==> config.mk <==
export PLATFORM = sky130hd
export DESIGN_NAME = password_entry_ctrl
export DESIGN_NICKNAME = d
export VERILOG_FILES = /design/src/rtl/password_entry_ctrl.sv
export SDC_FILE = /design/constraint.sdc
export NUM_CORES = 1
export LEC_CHECK = 0
export BUFFER_PORTS_ARGS = -buffer_cell sky130_fd_sc_hd__buf_4
export CAP_MARGIN = 0
export CORE_MARGIN = 4
export CORE_UTILIZATION = 54
export CTS_CLUSTER_SIZE = 20
export DETAILED_ROUTE_END_ITERATION = 6
export PLACE_DENSITY = 0.87
export SLEW_MARGIN = 25
export SYNTH_ARGS = -nofsm -noshare
export SYNTH_HDL_FRONTEND = slang
export SYNTH_SLANG_ARGS = --single-unit
export TNS_END_PERCENT = 30
==> constraint.sdc <==
create_clock -name basys_clk -period 4.2 [get_ports basys_clk]
set_clock_uncertainty 0.1 [all_clocks]
set_input_delay 0.84 -clock basys_clk [delete_from_list [all_inputs] [get_ports basys_clk]]
set_output_delay 0.84 -clock basys_clk [all_outputs]
set_load 0.02 [all_outputs]
==> src/rtl/password_entry_ctrl.sv <==
// Keypad-style password controller: five buttons edit a BCD entry, which is
// converted MSD-first to binary and then stored as master or checked against it.
module password_entry_ctrl #(
    parameter int NUM_DIGITS   = 4,
    parameter int VALUE_W      = 14,
    parameter int MAX_ATTEMPTS = 3,
    parameter int LOCK_SECS    = 10
) (
    input  logic                          basys_clk,
    input  logic                          reset,
    input  logic                          btnL,
    input  logic                          btnR,
    input  logic                          btnU,
    input  logic                          btnD,
    input  logic                          btnC,
    input  logic                          mode_set,
    input  logic                          sec_tick,
    output logic [4*NUM_DIGITS-1:0]       digits_out,
    output logic [$clog2(NUM_DIGITS)-1:0] selected_digit,
    output logic [VALUE_W-1:0]            value_out,
    output logic                          busy,
    output logic                          master_valid,
    output logic                          set_done,
    output logic                          match_pulse,
    output logic                          fail_pulse,
    output logic                          locked,
    output logic [3:0]                    attempts_left
);

    localparam int SEL_W = $clog2(NUM_DIGITS);
    localparam logic [SEL_W-1:0] LAST_SEL  = SEL_W'(NUM_DIGITS - 1);
    localparam logic [3:0]       ATT_RELOAD = 4'(MAX_ATTEMPTS);
    localparam logic [7:0]       LOCK_LAST  = 8'(LOCK_SECS - 1);

    typedef enum logic [1:0] {
        EDIT    = 2'd0,
        CONVERT = 2'd1,
        LOCKED  = 2'd2
    } state_t;

    state_t                     state;
    logic [NUM_DIGITS-1:0][3:0] digits;
    logic [NUM_DIGITS-1:0][3:0] digit_up;
    logic [NUM_DIGITS-1:0][3:0] digit_dn;
    logic [4:0]                 btn_now;
    logic [4:0]                 btn_prev;
    logic [4:0]                 btn_edge;
    logic                       act_c;
    logic                       act_l;
    logic                       act_r;
    logic                       act_u;
    logic                       act_d;
    logic [SEL_W-1:0]           conv_cnt;
    logic [SEL_W-1:0]           conv_idx;
    logic [3:0]                 conv_digit;
    logic [VALUE_W-1:0]         acc;
    logic [VALUE_W-1:0]         acc_next;
    logic [VALUE_W-1:0]         master;
    logic                       mode_latched;
    logic [7:0]                 lock_cnt;

    // Bit order {C, L, R, U, D} matches the action priority, MSB first.
    assign btn_now  = {btnC, btnL, btnR, btnU, btnD};
    assign btn_edge = btn_now & ~btn_prev;

    always_comb begin
        act_c = 1'b0;
        act_l = 1'b0;
        act_r = 1'b0;
        act_u = 1'b0;
        act_d = 1'b0;
        if (btn_edge[4])      act_c = 1'b1;
        else if (btn_edge[3]) act_l = 1'b1;
        else if (btn_edge[2]) act_r = 1'b1;
        else if (btn_edge[1]) act_u = 1'b1;
        else if (btn_edge[0]) act_d = 1'b1;
    end

    generate
        for (genvar gi = 0; gi < NUM_DIGITS; gi++) begin : g_digit
            assign digit_up[gi] = (digits[gi] >= 4'd9) ? 4'd0 : digits[gi] + 4'd1;
            assign digit_dn[gi] = (digits[gi] == 4'd0 || digits[gi] > 4'd9) ? 4'd9
                                                                             : digits[gi] - 4'd1;
        end
    endgenerate

    // Horner step, MSD first: conv_cnt = 0 consumes the top digit.
    assign conv_idx   = LAST_SEL - conv_cnt;
    assign conv_digit = digits[conv_idx];
    assign acc_next   = (acc << 3) + (acc << 1) + VALUE_W'(conv_digit);

    assign digits_out = digits;

    always_ff @(posedge basys_clk or posedge reset) begin
        if (reset) begin
            state          <= EDIT;
            digits         <= '0;
            selected_digit <= '0;
            value_out      <= '0;
            master         <= '0;
            master_valid   <= 1'b0;
            attempts_left  <= ATT_RELOAD;
            lock_cnt       <= '0;
            busy           <= 1'b0;
            locked         <= 1'b0;
            set_done       <= 1'b0;
            match_pulse    <= 1'b0;
            fail_pulse     <= 1'b0;
            btn_prev       <= '0;
            conv_cnt       <= '0;
            acc            <= '0;
            mode_latched   <= 1'b0;
        end else begin
            set_done    <= 1'b0;
            match_pulse <= 1'b0;
            fail_pulse  <= 1'b0;
            // Edge history tracks in every state so presses in CONVERT/LOCKED are dropped.
            btn_prev    <= btn_now;

            case (state)
                EDIT: begin
                    if (act_c) begin
                        mode_latched <= mode_set;
                        acc          <= '0;
                        conv_cnt     <= '0;
                        busy         <= 1'b1;
                        state        <= CONVERT;
                    end else if (act_l) begin
                        selected_digit <= (selected_digit == LAST_SEL) ? '0
                                                                       : selected_digit + 1'b1;
                    end else if (act_r) begin
                        selected_digit <= (selected_digit == '0) ? LAST_SEL
                                                                 : selected_digit - 1'b1;
                    end else if (act_u) begin
                        digits[selected_digit] <= digit_up[selected_digit];
                    end else if (act_d) begin
                        digits[selected_digit] <= digit_dn[selected_digit];
                    end
                end

                CONVERT: begin
                    acc <= acc_next;
                    if (conv_cnt == LAST_SEL) begin
                        busy           <= 1'b0;
                        value_out      <= acc_next;
                        digits         <= '0;
                        selected_digit <= '0;
                        conv_cnt       <= '0;
                        state          <= EDIT;
                        if (mode_latched) begin
                            master       <= acc_next;
                            master_valid <= 1'b1;
                            set_done     <= 1'b1;
                        end else if (master_valid && acc_next == master) begin
                            match_pulse   <= 1'b1;
                            attempts_left <= ATT_RELOAD;
                        end else begin
                            fail_pulse    <= 1'b1;
                            attempts_left <= attempts_left - 4'd1;
                            if (attempts_left <= 4'd1) begin
                                locked   <= 1'b1;
                                lock_cnt <= '0;
                                state    <= LOCKED;
                            end
                        end
                    end else begin
                        conv_cnt <= conv_cnt + 1'b1;
                    end
                end

                LOCKED: begin
                    if (sec_tick) begin
                        if (lock_cnt == LOCK_LAST) begin
                            lock_cnt      <= '0;
                            locked        <= 1'b0;
                            attempts_left <= ATT_RELOAD;
                            state         <= EDIT;
                        end else begin
                            lock_cnt <= lock_cnt + 8'd1;
                        end
                    end
                end

                default: state <= EDIT;
            endcase
        end
    end

endmodule

==> flow_summary.toml <==
[outcome]
status = "finished with violations"
violations = "negative setup slack"

[die]
ioPinCount = 51
num_rows = 36
core_area_um2 = 9910
dieArea_um2 = 12000
initial_core_util_pct = 56.1
die_w_um = 109
die_y_um = 109

[critical_path]
ff2ff_setup_slack_ns = -0.03
cp.depth = 15
cp_max_fo = 5
r2r-start = "conv_cnt[0]$_DFFE_PP0P_"
worstRegToRegCells = 15
path_class = "register to register"
endpoint = "attempts_left[2]$_DFFE_PP0P_"
cp_data_required_time_ns = 4.34
cp_slowest_cell = "mux4_2"
startpoint = "conv_cnt[0]$_DFFE_PP0P_"
cp_cell_sequence = "buf_6, mux4_2, ha_4, ha_4, fa_2, buf_4, a211o_1, nand2_1, xnor2_1, a2111oi_1, o311ai_1, nor4b_4, buf_6, nor3_4, a221o_1"
critical-path-max-stage-delay_ns = 0.51
critPathLaunchType = "register"
path_buf_inv = 3
critPathTopFamily = "compound AO/OA/AOI/OAI gates"
r2r-end = "attempts_left[2]$_DFFE_PP0P_"
cp.arrival_ns = 4.37
worstSetupEndpointType = "register"

[finish]
multi_input_area_um2 = 3240
n_fill_cell = 727
antennaDiodeCount = 0
final-instance-count-excl-fill = 804
layout-drive-gt1-share_pct = 23.1
fin_area_um2 = 6680
syn2layout_area_growth_pct = 20.1
nNetsFinal = 720
seqCellArea_um2 = 2190

[synthesis]
ys_ff_latch = 87
postSynthAreaPerCell_um2 = 9.41
netlist_area_um2 = 5560
synth_top_area_cell = "dfrtp_1"
synth_cell_types = 60
synthTopCellsByCount = "85 x dfrtp_1, 68 x o21ai_0, 63 x nand2_1"
synth.most_common_cell = "dfrtp_1"
syn-instance-count = 591
synthFlopType = "dfrtp_1"
async_reset_ff_share_pct = 100
ys_seq_area_share_pct = 39.2
synth_area_leaders = "dfrtp_1 38%, ha_1 9.7%, o21ai_0 6.1%"
synth_edf_count = 0
synth_top_area_share_pct = 38.3
ys_warn_count = 0
syn-num-nets = 645

[hold_path]
holdCritStartpoint = "value_out[8]$_DFFE_PP0P_"
min_path_type = "register to register"

[grt]
antenna_found_initial = 0
grt_pass1_vias = 4801
grt-ovfl-total = 0
track_usage_pct = 24.7
grt_pass1_wl_um = 23400
grt_max_degree = 35

[routing]
drtAntennaViolNets = 0
dr.first_iter.drc_count = 392
vias = 4841
routed_wl_um = 14300
wire_per_inst_um = 17.8
drt_first_pass_iters = 5
route.detailed.drc = 0
avgViaCountPerCell = 6.02

[power]
sw_frac_of_total_pct = 44.6
power.share.clock_pct = 13.4
switchingPower_mw = 2.34
pwr-share-comb_pct = 59.4
p_leak_nw = 3.16
vdd_drop_max_uv = 450
power.density_nw_per_um2 = 787
p_int_mw = 2.91
sequentialPowerShare_pct = 27.2
total_power_mw = 5.25

[place]
port_buffers = 50
placed_area_um2 = 6300
place_ws_ns = -0.234
gp_congestion = 0.973
dp.cells = 784
place_hpwl_um = 10000

[timing]
max_freq_mhz = 237
drv_slew = 0
hold_violations = 0
postLayoutSetupSlackWorst_ns = -0.0283
fin_crit_sh_pct = 101
post-route-min-period_ns = 4.23
tightest_slew_ns = 0.751
slew_headroom_pct = 49.2
finalSetupViolCount = 1
rsz0062_at_grt = "yes"

[clock_network]
cts_sinks = 87
clk_pin_slew_worst_paths_ns = 0.09
cts_inserted_buffers = 9
cts_tree = "built"
htreeDepth = 3
insertion_delay_ns = 0.36
cts-root-buf = "clkbuf_8"
clk_path_buf_depth = 2

[run]
drv_cap = 0
[flip-flops by register name, summed over array words and instances (netlist names)]
name,flops
match_pulse,1
conv_cnt,2
master_valid,1
set_done,1
acc,13
busy,1
locked,1
state,2
selected_digit,2
digits_out,16
attempts_left,4
mode_latched,1
btn_prev,5
lock_cnt,8
master,14
fail_pulse,1
value_out,14
[how the worst min path moves through the flow]
stage	cells past startpoint	slack [ns]	to
after floorplan	2	0.35	master[8]$_DFFE_PP0P_
after global placement	2	0.36	master[8]$_DFFE_PP0P_
after detailed placement	2	0.38	value_out[8]$_DFFE_PP0P_
after CTS	2	0.39	value_out[4]$_DFFE_PP0P_
after global routing	2	0.43	master[8]$_DFFE_PP0P_
final	2	0.39	value_out[8]$_DFFE_PP0P_
[worst register-to-register path: cells and delay by family (launching register included)]
kind,cells,cell delay [ns]
xor gates and xnor gates,1,0.10
and+or+nand+nor,3,0.45
buffers and inverters,3,0.42
adders and majority gates,3,0.77
DFF,1,0.42
AOI/OAI and AO/OA,4,1.34
muxes,1,0.51
[cells in the final DEF, fill, tap and decap left out, drive strengths merged, types with 9 or more instances in the layout]
cell type / Yosys / final
a211oi: 11 / 11
a21oi: 33 / 33
a22o: 16 / 16
buf: 1 / 94
clkbuf: 29 / 12
dfrtp: 85 / 85
ha: 43 / 43
inv: 32 / 31
nand2: 63 / 63
nand2b: 12 / 12
nand3: 11 / 11
nor2: 33 / 33
nor2b: 9 / 9
nor3: 23 / 23
o21ai: 68 / 68
xnor2: 19 / 19
xor2: 14 / 14
[logic make-up after synthesis]
| group | synth area share (%) |
|---|---|
| buffers and inverters | 4.28 |
| adders and majority gates | 10.4 |
| xor gates and xnor gates | 7.11 |
| muxes | 4.39 |
| AOI/OAI and AO/OA | 19.7 |
| and+or+nand+nor | 14.9 |
| DFF | 39.2 |
[cell type report]
class / count / area share, %
flip-flops and latches: 87 / 32.7
repair buffers: 94 / 10.7
well taps: 133 / 2.49
clock buffers: 12 / 2.17
inverters: 33 / 1.87
multi-input cells: 441 / 48.6
clock inverters: 4 / 1.42
[power groups by stage]
stage | sequential (mW) | combinational [mW] | clock [mW]
final | 1.43 | 3.12 | 0.706
after global placement | 1.40 | 2.78 | 0
after global routing | 1.46 | 3.39 | 0.749
after detailed placement | 1.42 | 2.88 | 0
after floorplan | 1.46 | 1.80 | 0
after CTS | 1.41 | 2.98 | 0.715
[metrics by stage]
stage                     hold slack (ns)  setup TNS, ns  util (%)
after detailed placement            0.375          -2.13      63.6
after global placement              0.364         -0.767      63.6
after floorplan                     0.352        -0.0546         -
after CTS                           0.394         -0.270      66.7
after global routing                0.429         -0.892      67.4
final                               0.390        -0.0283      67.4
[layer usage]
layer,vias to the layer above,part of all wire (%),track usage [%]
li1,2257,-,-
met1,2358,41,31.8
met2,184,50,41.9
met3,42,6.4,4.99
met4,0,2.5,7.84
met5,-,0,0
[timing repair]
action / CTS / global route
endpoints found under the setup margin: 15 / 16
endpoints found under the hold margin: 0 / 0
resized for setup: 11 / 17
buffers inserted: 2 / 1
pin swaps: 11 / 9
hold buffers: 0 / 0
Note: power is estimated with default switching activity, not from simulation.
